==> src/rtl/router_pkt_ctrl.sv <==
// Packet-reception controller for the 1x3 router: walks one packet (header, payload, parity)
// into the addressed FIFO, stalling on busy/full FIFOs and aborting on that FIFO's soft reset.
module router_pkt_ctrl (
  input  logic       router_clock,
  input  logic       reset,
  input  logic       pkt_valid,
  input  logic [1:0] data_in,
  input  logic       fifo_full,
  input  logic       fifo_empty_0,
  input  logic       fifo_empty_1,
  input  logic       fifo_empty_2,
  input  logic       soft_reset_0,
  input  logic       soft_reset_1,
  input  logic       soft_reset_2,
  input  logic       parity_done,
  input  logic       low_pkt_valid,
  output logic       detect_add,
  output logic       lfd_state,
  output logic       ld_state,
  output logic       laf_state,
  output logic       full_state,
  output logic       write_enb_reg,
  output logic       rst_int_reg,
  output logic       busy
);

  typedef enum logic [2:0] {
    DECODE_ADDRESS     = 3'd0,
    LOAD_FIRST_DATA    = 3'd1,
    LOAD_DATA          = 3'd2,
    FIFO_FULL_STATE    = 3'd3,
    LOAD_AFTER_FULL    = 3'd4,
    LOAD_PARITY        = 3'd5,
    CHECK_PARITY_ERROR = 3'd6,
    WAIT_TILL_EMPTY    = 3'd7
  } state_e;

  state_e     state_q, state_d;
  logic [1:0] addr_q, addr_d;
  logic [1:0] sel_idx;
  logic       sel_empty, sel_soft;
  logic [7:0] out_q;

  // Output vector order: detect_add, lfd, ld, laf, full, write_enb, rst_int, busy.
  function automatic logic [7:0] decode_out(input state_e s);
    case (s)
      DECODE_ADDRESS:     decode_out = 8'b1000_0000;
      LOAD_FIRST_DATA:    decode_out = 8'b0100_0001;
      LOAD_DATA:          decode_out = 8'b0010_0100;
      FIFO_FULL_STATE:    decode_out = 8'b0000_1001;
      LOAD_AFTER_FULL:    decode_out = 8'b0001_0101;
      LOAD_PARITY:        decode_out = 8'b0000_0101;
      CHECK_PARITY_ERROR: decode_out = 8'b0000_0011;
      WAIT_TILL_EMPTY:    decode_out = 8'b0000_0001;
      default:            decode_out = 8'b1000_0000;
    endcase
  endfunction

  always_comb begin
    sel_idx   = (state_q == DECODE_ADDRESS) ? data_in : addr_q;
    sel_empty = 1'b0;
    sel_soft  = 1'b0;
    case (sel_idx)
      2'd0:    begin sel_empty = fifo_empty_0; sel_soft = soft_reset_0; end
      2'd1:    begin sel_empty = fifo_empty_1; sel_soft = soft_reset_1; end
      2'd2:    begin sel_empty = fifo_empty_2; sel_soft = soft_reset_2; end
      default: begin sel_empty = 1'b0;         sel_soft = 1'b0;         end
    endcase

    addr_d  = addr_q;
    state_d = state_q;
    if (state_q == DECODE_ADDRESS && pkt_valid) addr_d = data_in;

    if (state_q != DECODE_ADDRESS && sel_soft) begin
      state_d = DECODE_ADDRESS;
    end else begin
      case (state_q)
        DECODE_ADDRESS:
          if (pkt_valid && data_in != 2'd3)
            state_d = sel_empty ? LOAD_FIRST_DATA : WAIT_TILL_EMPTY;
        LOAD_FIRST_DATA:    state_d = LOAD_DATA;
        LOAD_DATA:
          if (fifo_full)       state_d = FIFO_FULL_STATE;
          else if (!pkt_valid) state_d = LOAD_PARITY;
        FIFO_FULL_STATE:
          if (!fifo_full) state_d = LOAD_AFTER_FULL;
        LOAD_AFTER_FULL:
          if (parity_done)        state_d = DECODE_ADDRESS;
          else if (low_pkt_valid) state_d = LOAD_PARITY;
          else                    state_d = LOAD_DATA;
        LOAD_PARITY:        state_d = CHECK_PARITY_ERROR;
        CHECK_PARITY_ERROR: state_d = fifo_full ? FIFO_FULL_STATE : DECODE_ADDRESS;
        WAIT_TILL_EMPTY:
          if (sel_empty) state_d = LOAD_FIRST_DATA;
        default:            state_d = DECODE_ADDRESS;
      endcase
    end
  end

  // Outputs are registered alongside the state so they always equal the decode of state_q.
  always_ff @(posedge router_clock) begin
    if (reset) begin
      state_q <= DECODE_ADDRESS;
      addr_q  <= 2'b00;
      out_q   <= decode_out(DECODE_ADDRESS);
    end else begin
      state_q <= state_d;
      addr_q  <= addr_d;
      out_q   <= decode_out(state_d);
    end
  end

  assign {detect_add, lfd_state, ld_state, laf_state,
          full_state, write_enb_reg, rst_int_reg, busy} = out_q;

endmodule

==> config.mk <==
export PLATFORM = sky130hd
export DESIGN_NAME = router_pkt_ctrl
export DESIGN_NICKNAME = d
export VERILOG_FILES = /design/src/rtl/router_pkt_ctrl.sv
export SDC_FILE = /design/constraint.sdc
export NUM_CORES = 1
export LEC_CHECK = 0
export BUFFER_PORTS_ARGS = -buffer_cell sky130_fd_sc_hd__buf_2
export CAP_MARGIN = 20
export CORE_ASPECT_RATIO = 0.9
export CORE_MARGIN = 5
export CORE_UTILIZATION = 46
export DETAILED_ROUTE_END_ITERATION = 7
export PLACE_DENSITY = 0.81
export SETUP_SLACK_MARGIN = 0.3
export SYNTH_ARGS = -nofsm -noshare
export SYNTH_HDL_FRONTEND = slang
export SYNTH_SLANG_ARGS = --single-unit
export TNS_END_PERCENT = 100
==> constraint.sdc <==
create_clock -name router_clock -period 1.9 [get_ports router_clock]
set_input_delay 0.57 -clock router_clock [delete_from_list [all_inputs] [get_ports router_clock]]
set_output_delay 0.57 -clock router_clock [all_outputs]
set_load 0.02 [all_outputs]
**Word level (Yosys, flattened, before mapping)**

Memory sizes are Yosys's and may differ from the RTL's. A register that Yosys moved wholly into a read port is not among the register bits.
Cells that the tools add are included.

- Equal/unequal tests: 10
- Mux-type cells: 14
- Reductions and logical operators: 6

Operators with widths:

| operator | number |
|---|---|
| 2-to-1 mux 3 bit | 9 |
| one-hot mux 3 bit (8 select lines) | 1 |
| equality test 3 bit, second input constant | 4 |
| equality test 3 x 2 -> 1 bit, second input constant | 2 |
| one-hot mux 1 bit (3 select lines) | 2 |
| 2-to-1 mux 2 bit | 2 |
| equality test 3 x 1 -> 1 bit, second input constant | 1 |
| logical AND 1 bit | 3 |
| logical NOT 3 bit | 1 |
| nonzero test 3 bit | 1 |
| equality test 2 x 1 -> 1 bit, second input constant | 1 |
| equality test 2 bit, second input constant | 1 |
| logical NOT 2 bit | 1 |
| != test 2 bit, second input constant | 1 |

- Register bits after elaboration: 5
- Memory bits (read-only): 64
- Input bits: 14
- Output and inout bits: 8
- Logic and storage cells: 33
- Memories kept: 1

Memory list:

| name | depth | width | rd ports | clocked after Yosys merged registers in | wr ports | RTL line | source |
|---|---|---|---|---|---|---|---|
| (no name shown) | 8 | 8 | 1 | 1 | 0 | 46 | `case (s)` |

**Longest topological paths before layout**

Gate-level depths: netlist of the first run.

- Depth in word-level cells: 8
- Gate-level depth with buffers: 6
- Mapped depth without buffers: 5

**Least setup slack after synthesis of the first run**

OpenSTA, ideal clock, no wires.

- Path kind: input port to flip-flop
- Start: in pkt_valid
- End: reg out_q[6]
- Library setup time: 137 ps
- Data arrival time: 1,605 ps
- Data required time: 1,763 ps
- Path slack: 158 ps
- Stages on the path: 5
- Path buffers: 0
- Path through: nor2b_1 or2_1 a221o_1 a22oi_2 a2111oi_4

- Word-level cells in the longest chain between the ends: 4
- Elaborated cells between the ends (all ways): 6
- Those cells by class: mux (5); reduce/logical (1)

RTL lines:

| element | RTL line | source |
|---|---|---|
| start, declared | 6 | `input logic pkt_valid,` |
| 2-to-1 mux 3 bit / logical AND 1 bit (equally long branches) | 84, 79 |  |
| 2-to-1 mux 3 bit, on equally long branches | 83, 79 |  |
| one-hot mux 3 bit (8 select lines) * | 77 | `case (state_q)` |
| 2-to-1 mux 3 bit * | 74 | `if (state_q != DECODE_ADDRESS && sel_soft) begin` |
| end, declared | 42 | `logic [7:0] out_q;` |

Mark *: on every way between the ends. The rest lies on a longest branch, timed or not.
A chain may end at the register's enable or synchronous reset.

**Worst setup path in the final report of the first run**

- Start: in pkt_valid
- End: reg out_q[2]

Same word-level chain as after synthesis.

==> impl_metrics.py, run 1 <==
metrics = {
    "floorplanning": {
        "die-area_um2": 2599,
        "die_y_um": 48.87,
        "die_w_um": 53.18,
        "std_cell_rows": 14,
        "top_level_ports": 22,
        "start_util": 0.4739,
        "core_area_um2": 1629,
    },
    "synth": {
        "synth_top_cell_area_share": 0.3371,
        "synth_edf_count": 0,
        "synth_seq_cells": 13,
        "seq_area_frac_synth": 0.3371,
        "synth_flop_cell": "dfxtp_1",
        "syn_area_um2": 772.0,
        "avgSynthCellArea_um2": 9.650,
        "synth_cell_type_count": 38,
        "synth.area.top_cells": "dfxtp_1 (34%), a2111oi_4 (7.1%), mux2i_1 (5.2%), nor2_1 (3.9%), a22oi_4 (2.8%)",
        "syn-num-nets": 94,
        "synth.largest_area_cell": "dfxtp_1",
        "async_flop_share": 0,
        "synthCells": 80,
        "yosys_warnings": 0,
    },
    "critical_path": {
        "critPathMaxStageDelay_ns": 0.41,
        "cp-startpoint": "pkt_valid",
        "cp_num_buf_inv": 2,
        "arrival_ns": 1.94,
        "critPathRequiredTime_ns": 2.11,
        "path_cells": "buf_8 -> nor2b_4 -> or2_4 -> a221o_1 -> buf_4 -> nor2_1 -> o2111a_1",
        "crit_family": "compound AO/OA/AOI/OAI gates",
        "r2r_start": "state_q[0]",
        "cp_slowest_cell": "a221o_1",
        "crit_path_end_kind": "flip-flop",
        "crit_path_start_kind": "input pin",
        "critPathKind": "input pin to flip-flop",
        "crit_fanout": 5,
    },
    "global_routing": {
        "grtUsageTotal": 0.1721,
        "gr-total-overflow": 0,
        "grt_antenna_before_repair": 0,
        "grt_max_degree": 12,
        "grt_pass1_wl_um": 3415,
        "grt_pass1_vias": 740,
    },
    "detailed_routing": {
        "drc": 0,
        "drt-wirelength-per-cell_um": 15.50,
        "firstDrtPassIters": 4,
        "drt_iter0_markers": 13,
        "wirelength_um": 2186,
        "final_antenna_net_count": 0,
        "vias_per_cell": 5.411,
        "vias": 763,
    },
    "placement": {
        "port_buffers": 21,
        "dp_hpwl_um": 1400,
        "place.gp.congestion": 0.8532,
    },
    "sta": {
        "period_share": 0.9110,
        "worst_pin_slew_ns": 0.3987,
        "rsz0062_at_grt": "true",
        "max_freq_ghz": 0.5777,
        "clock-skew-final_ns": 0.006532,
        "hold_viol_final": 0,
        "fin_crit_ns": 1.731,
        "maxSlewViolCount": 0,
        "final-setup-viol-count": 0,
        "relSlewSlack": 0.7342,
        "whs_ns": 0.5323,
    },
    "clock_network": {
        "numCtsBuffers": 3,
        "htreeDepth": 1,
        "clk_pin_slew_ns": 0.07,
        "clk_latency_ns": 0.27,
        "cts_sinks": 13,
        "cts_tree": "done",
        "cts-root-buf": "clkbuf_4",
        "cts_hold_buf": 0,
        "clock_path_buffers": 2,
    },
    "power_and_ir_drop": {
        "power_frac_clock": 0.154,
        "p_seq_frac": 0.346,
        "p_sw_uw": 415.7,
        "p_per_area_nw_per_um2": 956.7,
        "p_int_uw": 654.5,
        "p_comb_frac": 0.501,
        "switching_share": 0.3884,
        "p_leak_nw": 0.4822,
        "total_power_mw": 1.070,
        "ir_worst_vdd_uv": 716.9,
    },
    "finish": {
        "final_layout_size_suffix_gt1_frac": 0.5556,
        "n_antenna_cell": 0,
        "finalCoreUtilization": 0.6866,
        "area_delta_synth_final_pct": 44.89,
        "final_nets": 132,
    },
    "flow_run": {
        "drv_cap": 0,
    },
    "worst_hold_path": {
        "holdCritPathClass": "flip-flop to flip-flop",
        "hp-start": "addr_q[1]",
    },
    "outcome": {
        "outcome": "completed",
    },
}
[registers in the layout, indices dropped and copies added, names as in the netlist]
name	count
addr_q	2
state_q	3
out_q	8
[placed cells by master (no fill, tap or decap), types with 3 or more instances in the layout]
cell      synthesis  routed
buf_2             2      20
dfxtp_1          13       9
nand3_1           3       3
nand2_1           3       3
a21oi_1           3       3
clkbuf_4          0       3
buf_4             1      14
dfxtp_4           0       3
inv_1             4       4
nor2_1            8       7
[worst min-delay path: cells and delay by family (launching register included)]
family / cells / cell delay (ns)
simple gates: 1 / 0.07
compound gates: 1 / 0.07
flops: 1 / 0.36
[layer usage]
layer  vias to the layer above  share of wire  GRT usage
met5                         -              0          0
met4                         0          0.018    0.05957
met3                         4          0.041    0.04587
met2                        15           0.51     0.2769
met1                       365           0.43     0.2171
li1                        379              -          -
[through the flow]
step	cell area (µm²)	TNS, ns	std cells	worst slack (ns)
floorplan	779.5	0	80	0.2101
global placement	964.7	-0.03579	131	-0.03579
detailed placement	964.7	-0.1118	131	-0.05158
CTS	1060	0	139	0.2535
global route	1119	0	141	0.1651
finish	1119	0	141	0.1690
[Yosys cell counts (all sizes together) (2+ instances only)]
cell type  number
a2111oi         2
a21o            2
a21oi           3
a22oi           2
a31oi           2
and4bb          2
buf             3
dfxtp          13
inv             4
mux2i           5
nand2           4
nand3           3
nor2            9
nor2b           3
nor3            3
nor4            3
o21ai           3
o22ai           2
o31ai           2
[power groups by stage]
| stage | registers [mW] | clock network, mW | logic [mW] |
|---|---|---|---|
| 5_1_grt | 0.377 | 0.190 | 0.575 |
| 3_5_place_dp | 0.371 | 0 | 0.423 |
| 3_3_place_gp | 0.369 | 0 | 0.412 |
| 2_1_floorplan | 0.370 | 0 | 0.294 |
| 4_1_cts | 0.366 | 0.165 | 0.483 |
| 6_report | 0.370 | 0.164 | 0.536 |
[final cells by class]
cell class	instances	area, µm²
Multi-Input combinational cell	60	543.0
Fill cell	136	510.5
Sequential cell	13	272.8
Timing Repair Buffer	36	231.5
Tap cell	24	30.03
Clock buffer	4	26.28
Inverter	4	15.01
[cells by family after synthesis]
logic type | after synthesis | synth area share
AO/OA/AOI/OAI | 24 | 0.3079
buffers and inverters | 7 | 0.04214
flip-flops | 13 | 0.3371
multiplexers | 5 | 0.06969
AND/OR/NAND/NOR | 31 | 0.2431
[path summary, 6_finish.rpt]
kind               endpoint  slack, ns  depth (start not counted)
setup / recovery   out_q[2]       0.17                          7
setup reg to reg   out_q[2]       0.20                          6
hold reg to reg   addr_q[1]       0.53                          2
hold / removal    addr_q[1]       0.53                          2
[what timing repair did]
item,in CTS,in global routing
buffers inserted,4,2
gates resized for setup,10,14
endpoints found under the setup margin,8,8
pin swaps,6,10
Note: power is estimated with default switching activity, not from simulation.
==> inputs of run 2 (changes only) <==
--- a/config.mk
+++ b/config.mk
@@ -12,6 +12,7 @@
 export CORE_UTILIZATION = 46
 export DETAILED_ROUTE_END_ITERATION = 7
 export PLACE_DENSITY = 0.81
+export RECOVER_POWER = 50
 export SETUP_SLACK_MARGIN = 0.3
 export SYNTH_ARGS = -nofsm -noshare
 export SYNTH_HDL_FRONTEND = slang
==> impl_metrics.py, run 2 (synthesized netlist as in run 1, its figures left out) <==
metrics = {
    "finish": {
        "area_delta_synth_final_pct": 43.60,
        "layout_common_cells": "buf_4 (14), buf_2 (12), dfxtp_1 (9), clkbuf_1 (9), nor2_1 (7)",
        "finalCoreUtilization": 0.6805,
        "largest_register_ff_count": 8,
        "reg.largest.list": "out_q x8, state_q x3, addr_q x2",
        "final_nets": 132,
        "multiInputGateArea_um2": 543.0,
        "finalInstanceArea_um2": 1109,
        "layout_commonest_cell": "buf_4",
        "instances_no_fill": 141,
        "n_antenna_cell": 0,
        "largest-register": "out_q",
        "regArea_um2": 272.8,
        "fill_cells": 135,
        "final_layout_size_suffix_gt1_frac": 0.4872,
    },
    "critical_path": {
        "path_cells": "buf_8 -> nor2b_4 -> or2_4 -> a221o_1 -> buf_4 -> nor2_1 -> o2111a_1",
        "reg2reg_depth": 6,
        "arrival_ns": 1.94,
        "crit_path_end_kind": "flip-flop",
        "crit_path_start_kind": "input pin",
        "cp_slowest_cell": "a221o_1",
        "critPathKind": "input pin to flip-flop",
        "r2r_start": "state_q[0]",
        "critPathRequiredTime_ns": 2.11,
        "rr_endpoint": "out_q[2]",
        "reg2reg_slack_ns": 0.20,
        "critPathMaxStageDelay_ns": 0.41,
        "crit_fanout": 5,
    },
    "floorplanning": {
        "die_y_um": 48.87,
        "core_area_um2": 1629,
        "std_cell_rows": 14,
        "die_w_um": 53.18,
        "start_util": 0.4739,
        "die-area_um2": 2599,
        "top_level_ports": 22,
    },
    "placement": {
        "place_area_um2": 964.7,
        "place.gp.congestion": 0.8532,
        "dp_hpwl_um": 1400,
        "dp_cells": 131,
        "port_buffers": 21,
    },
    "clock_network": {
        "clk_pin_slew_ns": 0.07,
        "clk_latency_ns": 0.27,
        "htreeDepth": 1,
        "cts_sinks": 13,
        "numCtsBuffers": 3,
        "cts_tree": "done",
        "cts-root-buf": "clkbuf_4",
        "clock_path_buffers": 2,
    },
    "global_routing": {
        "grt_antenna_before_repair": 0,
        "grt_max_degree": 12,
        "grt_pass1_wl_um": 3415,
        "grt_pass1_vias": 740,
        "grtUsageTotal": 0.1721,
        "gr-total-overflow": 0,
    },
    "worst_hold_path": {
        "hold_end": "addr_q[1]",
        "hp-start": "addr_q[1]",
        "holdCritPathClass": "flip-flop to flip-flop",
        "worstHoldPathCells": 2,
    },
    "sta": {
        "relSlewSlack": 0.7338,
        "fin_crit_ns": 1.729,
        "max_freq_ghz": 0.5785,
        "rsz0062_at_grt": "true",
        "clock-skew-final_ns": 0.005952,
        "final-setup-viol-count": 0,
        "maxSlewViolCount": 0,
        "worst_pin_slew_ns": 0.3993,
        "tns_ns": 0,
        "period_share": 0.9098,
        "hold_viol_final": 0,
    },
    "detailed_routing": {
        "drt_iter0_markers": 13,
        "drt-wirelength-per-cell_um": 15.43,
        "firstDrtPassIters": 4,
        "vias_per_cell": 5.397,
        "wirelength_um": 2175,
        "final_antenna_net_count": 0,
        "vias": 761,
        "drc": 0,
    },
    "power_and_ir_drop": {
        "p_leak_nw": 0.4509,
        "ir_worst_vdd_uv": 708.2,
        "p_per_area_nw_per_um2": 959.5,
    },
    "flow_run": {
        "drv_cap": 0,
    },
    "outcome": {
        "outcome": "completed",
    },
}
## run 2: routing by layer
metal  vias to the layer above  GRT usage  share of wire
met5                         -          0              0
met4                         0    0.05957          0.018
met3                         4    0.04587          0.034
met2                        21     0.2769           0.52
met1                       356     0.2171           0.43
li1                        380          -              -
## run 2: layout make-up
type,instances,area share
Multi-Input combinational cell,60,0.4898
Sequential cell,13,0.2461
Timing Repair Buffer,36,0.1998
Tap cell,24,0.02709
Clock buffer,4,0.02370
Inverter,4,0.01354
## run 2: through the flow
| stage | hold slack (ns) | power (mW) | setup WS [ns] |
|---|---|---|---|
| after floorplan | 0.4879 | 0.6639 | 0.2101 |
| after global placement | 0.5161 | 0.7808 | -0.03579 |
| after detailed placement | 0.5386 | 0.7940 | -0.05158 |
| after CTS | 0.5228 | 1.014 | 0.2535 |
| after global routing | 0.5504 | 1.135 | 0.1651 |
| final | 0.5317 | 1.064 | 0.1714 |
## run 2: critical path: cells and delay by family
family	cells	cell delay [ns]
compound gates	2	0.64
simple gates	3	0.45
buf+inv	2	0.26
## run 2: worst max path at each step
| stage | from | endpoint | slack, ns | depth (start not counted) |
|---|---|---|---|---|
| after global routing | pkt_valid | out_q[2] | 0.17 | 7 |
| after global placement | pkt_valid | out_q[2] | -0.04 | 6 |
| after CTS | data_in[0] | out_q[6] | 0.25 | 6 |
| final | pkt_valid | out_q[2] | 0.17 | 7 |
| after detailed placement | pkt_valid | out_q[2] | -0.05 | 6 |
| after floorplan | pkt_valid | out_q[2] | 0.21 | 5 |
## run 2: power breakdown
part	internal [mW]	leakage, nW	switching (mW)
combinational	0.249	0.327	0.280
sequential	0.318	0.109	0.0525
clock	0.0814	0.0150	0.0835
total	0.648	0.451	0.416
## run 2: repair_timing
item / in CTS / in global routing
setup buffers: 4 / 2
setup endpoints to repair: 8 / 8
hold buffers: 0 / 0
pin swaps: 6 / 10
resized for setup: 10 / 14
==> inputs of run 3 (changes only) <==
--- a/config.mk
+++ b/config.mk
@@ -8,8 +8,9 @@
 export BUFFER_PORTS_ARGS = -buffer_cell sky130_fd_sc_hd__buf_2
 export CAP_MARGIN = 20
 export CORE_ASPECT_RATIO = 0.9
-export CORE_MARGIN = 5
+export CORE_MARGIN = 4
 export CORE_UTILIZATION = 46
+export CTS_BUF_LIST = sky130_fd_sc_hd__clkbuf_16
 export DETAILED_ROUTE_END_ITERATION = 7
 export PLACE_DENSITY = 0.81
 export RECOVER_POWER = 50
==> impl_metrics.py, run 3 (synthesized netlist as in run 1, its figures left out) <==
metrics = {
    "floorplanning": {
        "core_area_um2": 1513,
        "std_cell_rows": 13,
        "die_y_um": 46.87,
        "start_util": 0.5103,
        "die-area_um2": 2399,
        "die_w_um": 51.18,
        "top_level_ports": 22,
    },
    "clock_network": {
        "cts_sinks": 13,
        "clock_path_buffers": 2,
        "cts-root-buf": "clkbuf_16",
        "cts_tree": "done",
        "clk_latency_ns": 0.24,
        "clk_pin_slew_ns": 0.04,
        "numCtsBuffers": 3,
        "htreeDepth": 1,
        "cts_hold_buf": 0,
    },
    "sta": {
        "relSlewSlack": 0.7814,
        "maxSlewViolCount": 0,
        "rsz0062_at_grt": "true",
        "worst_pin_slew_ns": 0.3272,
        "fin_crit_ns": 1.731,
        "hold_viol_final": 0,
        "period_share": 0.9111,
        "final-setup-viol-count": 0,
        "max_freq_ghz": 0.5777,
        "clock-skew-final_ns": 0.002638,
    },
    "placement": {
        "dp_cells": 128,
        "place_area_um2": 954.7,
        "dp_hpwl_um": 1412,
        "place.gp.congestion": 0.8956,
        "port_buffers": 21,
    },
    "critical_path": {
        "crit_fanout": 2,
        "critPathMaxStageDelay_ns": 0.32,
        "critPathRequiredTime_ns": 2.04,
        "crit_family": "compound AO/OA/AOI/OAI gates",
        "rr_endpoint": "out_q[6]",
        "critPathKind": "input pin to flip-flop",
        "reg2reg_slack_ns": 0.18,
        "crit_path_start_kind": "input pin",
        "cp_slowest_cell": "a2111oi_4",
        "cp_num_buf_inv": 3,
        "r2r_start": "state_q[1]",
        "cp.depth": 7,
        "crit_path_end_kind": "flip-flop",
        "cp-endpoint": "out_q[6]",
        "reg2reg_depth": 5,
        "arrival_ns": 1.88,
        "path_cells": "buf_2 -> and4bb_1 -> a31oi_2 -> mux2i_2 -> buf_4 -> buf_4 -> a2111oi_4",
        "crit_top_cell": "buf_4",
        "cp-startpoint": "fifo_empty_1",
    },
    "finish": {
        "reg.largest.list": "out_q x8, state_q x3, addr_q x2",
        "layout_common_cells": "buf_4 (16), dfxtp_1 (9), buf_2 (9), clkbuf_1 (9), nor2_1 (6)",
        "largest-register": "out_q",
        "largest_register_ff_count": 8,
        "n_antenna_cell": 0,
        "instances_no_fill": 143,
        "layout_commonest_cell": "buf_4",
        "finalInstanceArea_um2": 1256,
        "area_delta_synth_final_pct": 62.72,
        "finalCoreUtilization": 0.8304,
        "final_nets": 136,
        "final_layout_size_suffix_gt1_frac": 0.5041,
    },
    "detailed_routing": {
        "drt-wirelength-per-cell_um": 19.03,
        "drc": 0,
        "drt_iter0_markers": 54,
        "vias": 867,
        "final_antenna_net_count": 0,
        "vias_per_cell": 6.063,
        "firstDrtPassIters": 5,
        "wirelength_um": 2722,
    },
    "global_routing": {
        "use_met1": 0.2384,
        "gr-total-overflow": 0,
        "grtUsageTotal": 0.2221,
        "grt_max_degree": 11,
        "grt.busiest_layer": "met2",
        "use_met3": 0.06984,
        "grt_antenna_before_repair": 0,
        "met2_usage": 0.4036,
        "grt_pass1_vias": 784,
        "grt_pass1_wl_um": 3829,
    },
    "power_and_ir_drop": {
        "ir_worst_vdd_uv": 735.6,
        "p_per_area_nw_per_um2": 1088,
        "p_leak_nw": 0.5190,
    },
    "outcome": {
        "outcome": "completed",
    },
    "flow_run": {
        "drv_cap": 0,
    },
    "worst_hold_path": {
        "hp-start": "addr_q[0]",
        "holdCritPathClass": "flip-flop to flip-flop",
    },
}
[run 3: changes by cell type in the layout (fill, tap and decap cells not counted), moves of 2 or more]
cell	change
buf_2	-3
clkbuf_4	-3
clkbuf_16	+3
nor4_2	-2
buf_4	+2
buf_6	+3
nor4_1	+2
[run 3: stage by stage]
stage                     hold slack, ns  setup TNS [ns]  worst slack [ns]  power (mW)
after detailed placement          0.5354         -0.2437          -0.07091      0.7978
after global placement            0.5222        -0.04216          -0.02762      0.7858
final                             0.5986               0            0.1689       1.367
after floorplan                   0.4879               0            0.2101      0.6639
after global routing              0.6249               0            0.1016       1.417
after CTS                         0.5599               0            0.2076       1.279
[run 3: cell type report]
cell class	count	area [µm²]
multi-input combinational	60	585.6
timing repair buffer	40	279.0
sequential	13	270.3
fill	82	256.5
clock buffer	3	75.07
tap	22	27.53
inverter	4	15.01
clock inverter	1	3.754
[run 3: repair_timing]
item / CTS / global route
pin swaps: 8 / 3
resized for setup: 26 / 9
setup endpoints to repair: 11 / 11
hold endpoints to repair: 0 / 0
buffers inserted: 6 / 5
[run 3: layer usage]
metal  vias to the layer above  share of wire
met5                         -              0
met4                         0          0.024
met3                        11          0.072
met2                        57           0.51
met1                       408           0.39
li1                        391              -
[run 3: worst min path at each step]
| stage | endpoint | slack, ns | cells past startpoint |
|---|---|---|---|
| 3_5_place_dp | addr_q[1] | 0.54 | 2 |
| 2_1_floorplan | addr_q[1] | 0.49 | 2 |
| 3_3_place_gp | addr_q[0] | 0.52 | 2 |
| 4_1_cts | addr_q[0] | 0.56 | 2 |
| 5_1_grt | addr_q[1] | 0.62 | 3 |
| 6_report | addr_q[0] | 0.60 | 2 |
[run 3: power by group]
group / switching, mW / internal, mW
clock: 0.110 / 0.277
sequential: 0.0477 / 0.318
combinational: 0.323 / 0.291
[run 3: worst register-to-register path, stage by stage, from the launching register on]
cell and delay (ns):
dfxtp_2 0.46, buf_4 0.21, o21bai_1 0.20, a221o_1 0.29
a22oi_2 0.13, a2111oi_4 0.32
